## config.mk

```make
export PLATFORM = sky130hd
export DESIGN_NAME = stream_demux_4
export DESIGN_NICKNAME = d
export VERILOG_FILES = /design/src/rtl/stream_demux_4_pkg.sv /design/src/rtl/demux_slot.sv /design/src/rtl/stream_demux_4.sv
export SDC_FILE = /design/constraint.sdc
export NUM_CORES = 1
export LEC_CHECK = 0
export BUFFER_PORTS_ARGS = -buffer_cell sky130_fd_sc_hd__buf_4
export CORE_AREA = 2 2 116 163
export CTS_BUF_LIST = sky130_fd_sc_hd__clkbuf_2 sky130_fd_sc_hd__clkbuf_4 sky130_fd_sc_hd__clkbuf_8
export DETAILED_ROUTE_END_ITERATION = 10
export DIE_AREA = 0 0 118 165
export PLACE_DENSITY = 0.88
export SLEW_MARGIN = 20
export SYNTH_ARGS = -nofsm -noshare
export SYNTH_HDL_FRONTEND = slang
export SYNTH_HIERARCHICAL = 1
export SYNTH_SLANG_ARGS = --single-unit
```

## constraint.sdc

```tcl
create_clock -name clk -period 4.5 [get_ports clk]
set_input_delay 0.45 -clock clk [delete_from_list [all_inputs] [get_ports clk]]
set_output_delay 0.45 -clock clk [all_outputs]
set_load 0.01 [all_outputs]
```

## src/rtl/stream_demux_4_pkg.sv

```systemverilog
// Shared definitions for the 1-to-4 buffered stream demultiplexer.
package stream_demux_4_pkg;

  localparam int unsigned NUM_CH = 4;
  localparam int unsigned SEL_W  = 2;

  typedef logic [SEL_W-1:0] sel_t;

endpackage

```

## src/rtl/demux_slot.sv

```systemverilog
// One-entry output buffer for a single demux channel, with a saturating
// accepted-word counter.
module demux_slot #(
  parameter int unsigned WIDTH = 32,
  parameter int unsigned CNT_W = 16
) (
  input  logic             clk,
  input  logic             rst_n,
  input  logic             load,
  input  logic [WIDTH-1:0] load_data,
  input  logic             pop_ready,
  input  logic             cnt_clr,
  output logic             full,
  output logic [WIDTH-1:0] data,
  output logic             ready_for_load,
  output logic [CNT_W-1:0] cnt
);

  assign ready_for_load = !full || pop_ready;

  // A load wins over a same-cycle pop so the slot stays full: 1 word/cycle.
  always_ff @(posedge clk or negedge rst_n) begin
    if (!rst_n) begin
      full <= 1'b0;
      data <= '0;
    end else if (load) begin
      full <= 1'b1;
      data <= load_data;
    end else if (full && pop_ready) begin
      full <= 1'b0;
    end
  end

  always_ff @(posedge clk or negedge rst_n) begin
    if (!rst_n) begin
      cnt <= '0;
    end else if (cnt_clr) begin
      cnt <= '0;
    end else if (load && (cnt != '1)) begin
      cnt <= cnt + CNT_W'(1);
    end
  end

endmodule

```

## src/rtl/stream_demux_4.sv

```systemverilog
// Buffered 1-to-4 stream demultiplexer: routes each input word to the
// channel named by in_sel, each channel having its own one-entry slot.
module stream_demux_4
  import stream_demux_4_pkg::*;
#(
  parameter int unsigned WIDTH = 32,
  parameter int unsigned CNT_W = 16
) (
  input  logic                      clk,
  input  logic                      rst_n,
  input  logic [WIDTH-1:0]          in_data,
  input  logic [SEL_W-1:0]          in_sel,
  input  logic                      in_valid,
  output logic                      in_ready,
  output logic [NUM_CH*WIDTH-1:0]   out_data,
  output logic [NUM_CH-1:0]         out_valid,
  input  logic [NUM_CH-1:0]         out_ready,
  input  logic                      cnt_clr,
  output logic [NUM_CH*CNT_W-1:0]   cnt
);

  logic [NUM_CH-1:0] rdy;
  logic [NUM_CH-1:0] load;
  logic              accept;
  sel_t              sel;

  assign sel = in_sel;

  // Only combinational input-to-output path: in_ready follows in_sel/out_ready.
  assign in_ready = rdy[sel];
  assign accept   = in_valid && in_ready;

  for (genvar i = 0; i < NUM_CH; i++) begin : g_ch
    assign load[i] = accept && (sel == sel_t'(i));

    demux_slot #(
      .WIDTH (WIDTH),
      .CNT_W (CNT_W)
    ) u_slot (
      .clk            (clk),
      .rst_n          (rst_n),
      .load           (load[i]),
      .load_data      (in_data),
      .pop_ready      (out_ready[i]),
      .cnt_clr        (cnt_clr),
      .full           (out_valid[i]),
      .data           (out_data[i*WIDTH +: WIDTH]),
      .ready_for_load (rdy[i]),
      .cnt            (cnt[i*CNT_W +: CNT_W])
    );
  end

endmodule

```

======== Word level (Yosys, flattened, before mapping) ========
Index checks and enable logic that the tools add are counted.
cells by class
  muxes and demuxes ....................... 18
  magnitude comparators ................... 1
  $add $sub $neg .......................... 4
  shifts and indexed selects .............. 0
  div/mod/pow operators ................... 0
  equality and inequality tests ........... 7
  reduce and logical (&&, ||, !) cells .... 30
  multiply operators ...................... 0
  bitwise logic cells ..................... 0
operators with widths
  kind                   count
  $mux 16                8
  $add 16x1->16 const B  4
  $ne 16x16->1 const B   4
  $reduce_bool 2->1      8
  $logic_and 1x1->1      13
  $mux 1                 9
  $eq 2x2->1 const B     2
  $logic_not 1->1        4
  $logic_or 1x1->1       4
  $lt 2x3->1 const B     1
  $bmux 1 s2             1
  $eq 2x1->1 const B     1
  $logic_not 2->1        1
word-level totals
  bits in writable memories ............... 0
  bits in read-only memories .............. 0
  logic and storage cells ................. 72
  memories ................................ 0
  bits in latches ......................... 0
  register bits ........................... 196
  input port bits ......................... 42

======== Logic depth before layout (Yosys ltp) ========
  depth after elaboration ................. 9
  depth in mapped cells ................... 6

======== Modules after synthesis ========
Netlist, hierarchy kept.
by module, submodules not included
  module          times used  sequential area each (µm²)  cells each  area each (µm²)
  demux_slot      4           1226.2                      171         2200.9
  stream_demux_4  1           0.0                         5           67.6

======== Worst setup path before layout ========
No wires, ideal clock.
  kind .................................... in2reg
  start point ............................. input port out_ready[0]
  end point ............................... register g_ch[0].u_slot.cnt[2]
  stages on the path ...................... 6
  slack ................................... 2.621 ns
  buffers on the path ..................... 1
  required time ........................... 4.375 ns
  setup time .............................. 0.125 ns
  arrival ................................. 1.754 ns
  path through ............................ nand2b_1 > and4bb_2 > clkbuf_1 > nand2_1 > a31oi_1 > mux2_2
between the ends
  word-level cells in the longest chain between the ends .. 7
RTL lines
  item                                line                  RTL
  from (decl)                         stream_demux_4.sv:17  input logic [NUM_CH-1:0] out_ready,
  $logic_or 1x1->1                    demux_slot.sv:19      assign ready_for_load = !full || pop_ready;
  $bmux 1 s2                          stream_demux_4.sv:30  assign in_ready = rdy[sel];
  $mux 1 (not written as such)        stream_demux_4.sv:30
  $logic_and 1x1->1                   stream_demux_4.sv:31  assign accept = in_valid && in_ready;
  $logic_and 1x1->1                   stream_demux_4.sv:34  assign load[i] = accept && (sel == sel_t'(i));
  via load[0]                         stream_demux_4.sv:23  logic [NUM_CH-1:0] load;
  $logic_and 1x1->1                   demux_slot.sv:39      end else if (load && (cnt != '1)) begin
  $reduce_bool 2->1 (no source line)  -
  to (signal assigned)                demux_slot.sv:40      cnt <= cnt + CNT_W'(1);
  to (decl)                           demux_slot.sv:16      output logic [CNT_W-1:0] cnt
The timed path passes the listed nets, and every way through them passes these cells. The select of a mux whose other input is x is not followed.
A chain may end at the register's enable or synchronous reset.

======== Worst setup path after layout ========
  start point ............................. register g_ch[2].u_slot.full
  end point ............................... register g_ch[2].u_slot.cnt[15]
between the ends
  word-level cells in the longest chain between the ends .. 8
RTL lines
  item                                line                  RTL
  from (decl)                         demux_slot.sv:13      output logic full,
  from (signal assigned)              demux_slot.sv:24      full <= 1'b0;
  from (signal assigned)              demux_slot.sv:27      full <= 1'b1;
  from (signal assigned)              demux_slot.sv:30      full <= 1'b0;
  $logic_not 1->1                     demux_slot.sv:19
  $logic_or 1x1->1                    demux_slot.sv:19
  via rdy[2]                          stream_demux_4.sv:22  logic [NUM_CH-1:0] rdy;
  $bmux 1 s2                          stream_demux_4.sv:30
  $mux 1 (not written as such)        stream_demux_4.sv:30
  $logic_and 1x1->1                   stream_demux_4.sv:31
  $logic_and 1x1->1                   stream_demux_4.sv:34
  via load[2]                         stream_demux_4.sv:23
  $logic_and 1x1->1                   demux_slot.sv:39
  $reduce_bool 2->1 (no source line)  -
  to (signal assigned)                demux_slot.sv:40
  to (decl)                           demux_slot.sv:16
The timed path passes the listed nets, and every way through them passes these cells. The select of a mux whose other input is x is not followed.

==> metrics.yaml <==
routing:
  dr.pass1.iters: 4
  drc_errors: 0
  viasPerCell: 5.64
  vias: 6643
  postRouteAntennaNets: 0
  wl_per_cell_um: 18.6
  wirelength_um: 21900
  initialDrtViolationCount: 365
global_routing:
  antenna_found_initial: 0
  grt.overflow.total: 0
  grt_pass1_vias: 6602
  grt_max_degree: 93
  grtUsageTotal: 0.225
  grt_pass1_wl_um: 34700
timing:
  period_share: 0.570
  worst_pin_slew_ns: 0.923
  fmax_ghz: 0.390
  fin_worst_skew_ns: 0.0137
  worst_slack_ns: 1.93
  min_period_ns: 2.57
  rsz0062_at_grt: "no"
  finalSetupViolations: 0
  slew_violations: 0
  hold_viol_final: 0
  maxSlewHeadroom: 0.385
  hold_ws_ns: 0.0274
  final.setup.tns_ns: 0
worst_hold_path:
  min_path_type: "primary input to async pin"
logic_synthesis:
  avgSynthCellArea_um2: 12.9
  syn_inst: 689
  synth_top_area_frac: 0.553
  ys_warn_count: 6
  synth-seq-cells: 196
  ys_seq_area_frac: 0.553
  synth_top_area_cell: "dfrtp_1"
  ys_top_cells_by_area: "dfrtp_1 55%, mux2_2 19%, a21oi_1 1.8%"
  netlist_area_mm2: 0.00887
  synth_nets: 735
  synth_cell_types: 38
pwr:
  finalPower_mw: 4.28
  p_leak_nw: 5.02
  p_seq_frac: 0.501
  power.share.combinational: 0.221
  swShare: 0.283
  p_sw_mw: 1.21
  p_int_mw: 3.07
  pwr-share-clk: 0.278
  powerDensity_mw_per_mm2: 379
  ir_worst_vdd_mv: 0.327
setup_path:
  crit_fanout: 26
  reg2reg_depth: 7
  arrival_ns: 2.91
  critPathLaunchType: "flip-flop"
  cp-end-kind: "flip-flop"
  cp.required_ns: 4.85
  critPathKind: "flip-flop to flip-flop"
layout:
  utilization: 0.629
  layout.nets: 970
  n_antenna_cell: 0
  area_growth_pct: 27.2
  drive_gt1_frac: 0.488
floorplan:
  boundaryPins: 239
  die_height_um: 165
  die_x_um: 118
  core_area_mm2: 0.0179
  start_util: 0.495
  dieArea_mm2: 0.0195
  fp-row-count: 58
clock_tree:
  cts_resized: 0
  htreeDepth: 4
  clock_sinks: 196
  cts_setup_buffers: 0
  cts_tree: "done"
  clkLatencyLatePin_ns: 0.45
  postCtsHoldBufs: 0
  numCtsBuffers: 17
  cts.clk_slew.worst_paths_ns: 0.10
  cts-root-buf: "clkbuf_8"
  ctsLongestPathBuffers: 2
outcome:
  status: "finished, final reports clean"
placement:
  port_buffers: 238
  post-dp-hpwl_um: 15600
  gp_congestion: 0.788
  dpl_worst_slack_ns: 1.76
flow_run:
  maxCapViolations: 0
-- per-stage QoR --
stage	area, µm²	std cells
6_report	11300	1177
5_1_grt	11300	1177
4_1_cts	11300	1177
3_5_place_dp	10900	1145
3_3_place_gp	10900	1145
2_1_floorplan	8870	689
-- cell usage after synthesis --
cell      number
a211oi_1       8
a21boi_1       4
a21oi_1       32
a31oi_1        8
a41oi_1        4
and3_1        16
and4_1         4
and4_2         1
and4b_2        2
and4bb_2       1
buf_2         12
buf_6          4
clkbuf_1      12
dfrtp_1      196
ha_1           4
inv_1          8
mux2_2       152
mux2i_1        4
mux4_2         1
nand2_1       28
nand2b_1      16
nand3_1       12
nand3_2        8
nand3_4        8
nand4_1        8
nor2_1        24
nor2b_1       24
nor3_1         4
nor3_4         4
nor4_1        12
nor4_2         4
nor4bb_1       4
o21ai_0        4
o31ai_1       20
or2_0          4
or2_1          4
or3_1          8
or4_1         20
-- layout by cell type (no fill, tap or decap), types with 3 or more instances in the layout --
master,instances
a21oi_1,32
mux2i_1,4
nor2_1,24
or2_1,4
nand3_4,8
or4_1,20
nand3_2,8
inv_6,3
nor4bb_1,4
nand4_1,8
or2_0,4
and3_1,16
nand2_1,28
buf_4,243
a21boi_1,4
and4_1,4
a41oi_1,4
nand2b_1,16
o31ai_1,20
inv_8,3
a211oi_1,8
inv_1,8
clkbuf_8,19
o21ai_0,4
nor3_4,4
nor2b_1,24
dfrtp_1,196
a31oi_1,8
nor4_2,4
ha_1,4
or3_1,8
nor4_1,12
mux2_2,152
nor3_1,4
nand3_1,12
-- routing by layer --
layer  track usage  up-vias  part of all wire
li1              -     3022                 -
met1         0.259     3377              0.38
met2         0.412      209              0.55
met3        0.0439       35             0.040
met4        0.0904        0             0.027
met5             0        -                 0
-- final cells by class --
cell class / count / area (µm²)
fill: 1436 / 6650
sequential: 196 / 4900
multi-input combinational: 457 / 3790
timing repair buffer: 244 / 1840
tap: 240 / 300
clock buffer: 19 / 255
clock inverter: 13 / 165
inverter: 8 / 30.0
-- cells by family (layout without fill, tap and decap cells) --
group,count (synthesis),after routing,synth area share
buffers and inverters,36,284,0.0203
DFF,196,196,0.553
adders and majority gates,4,4,0.00564
and+or+nand+nor,216,216,0.164
AOI/OAI and AO/OA,80,80,0.0570
muxes,157,157,0.200
-- state kept, by name, indices dropped and copies added, names as in the netlist --
register,flops
g_ch.u_slot/cnt,64
g_ch.u_slot/data,128
g_ch.u_slot/full,4
-- worst paths after layout --
kind                                    startpoint                      end  slack [ns]
max                            g_ch[2].u_slot/full   g_ch[2].u_slot/cnt[15]        1.93
min                                          rst_n    g_ch[2].u_slot/cnt[7]        0.03
max reg2reg                    g_ch[2].u_slot/full   g_ch[2].u_slot/cnt[15]        1.93
min reg2reg                g_ch[3].u_slot/data[13]  g_ch[3].u_slot/data[13]        0.51
max in group asynchronous                    rst_n  g_ch[2].u_slot/data[13]        3.25
min in group clk                        in_data[2]   g_ch[2].u_slot/data[2]        0.25
-- critical path, cell delays in order (launching register included) --
cell	delay [ns]
dfrtp_1	0.39
nand2b_1	0.12
and4b_2	0.58
buf_4	0.42
nand3_1	0.11
or3_1	0.34
or2_0	0.21
a211oi_1	0.27
-- power by group through the flow --
stage	clock, mW	combinational, mW	sequential, mW
2_1_floorplan	0	0.269	2.28
3_3_place_gp	0	0.928	2.16
3_5_place_dp	0	0.956	2.18
4_1_cts	1.22	0.959	2.15
5_1_grt	1.30	0.998	2.17
6_report	1.19	0.947	2.14
Note: power is estimated with default switching activity, not from simulation.
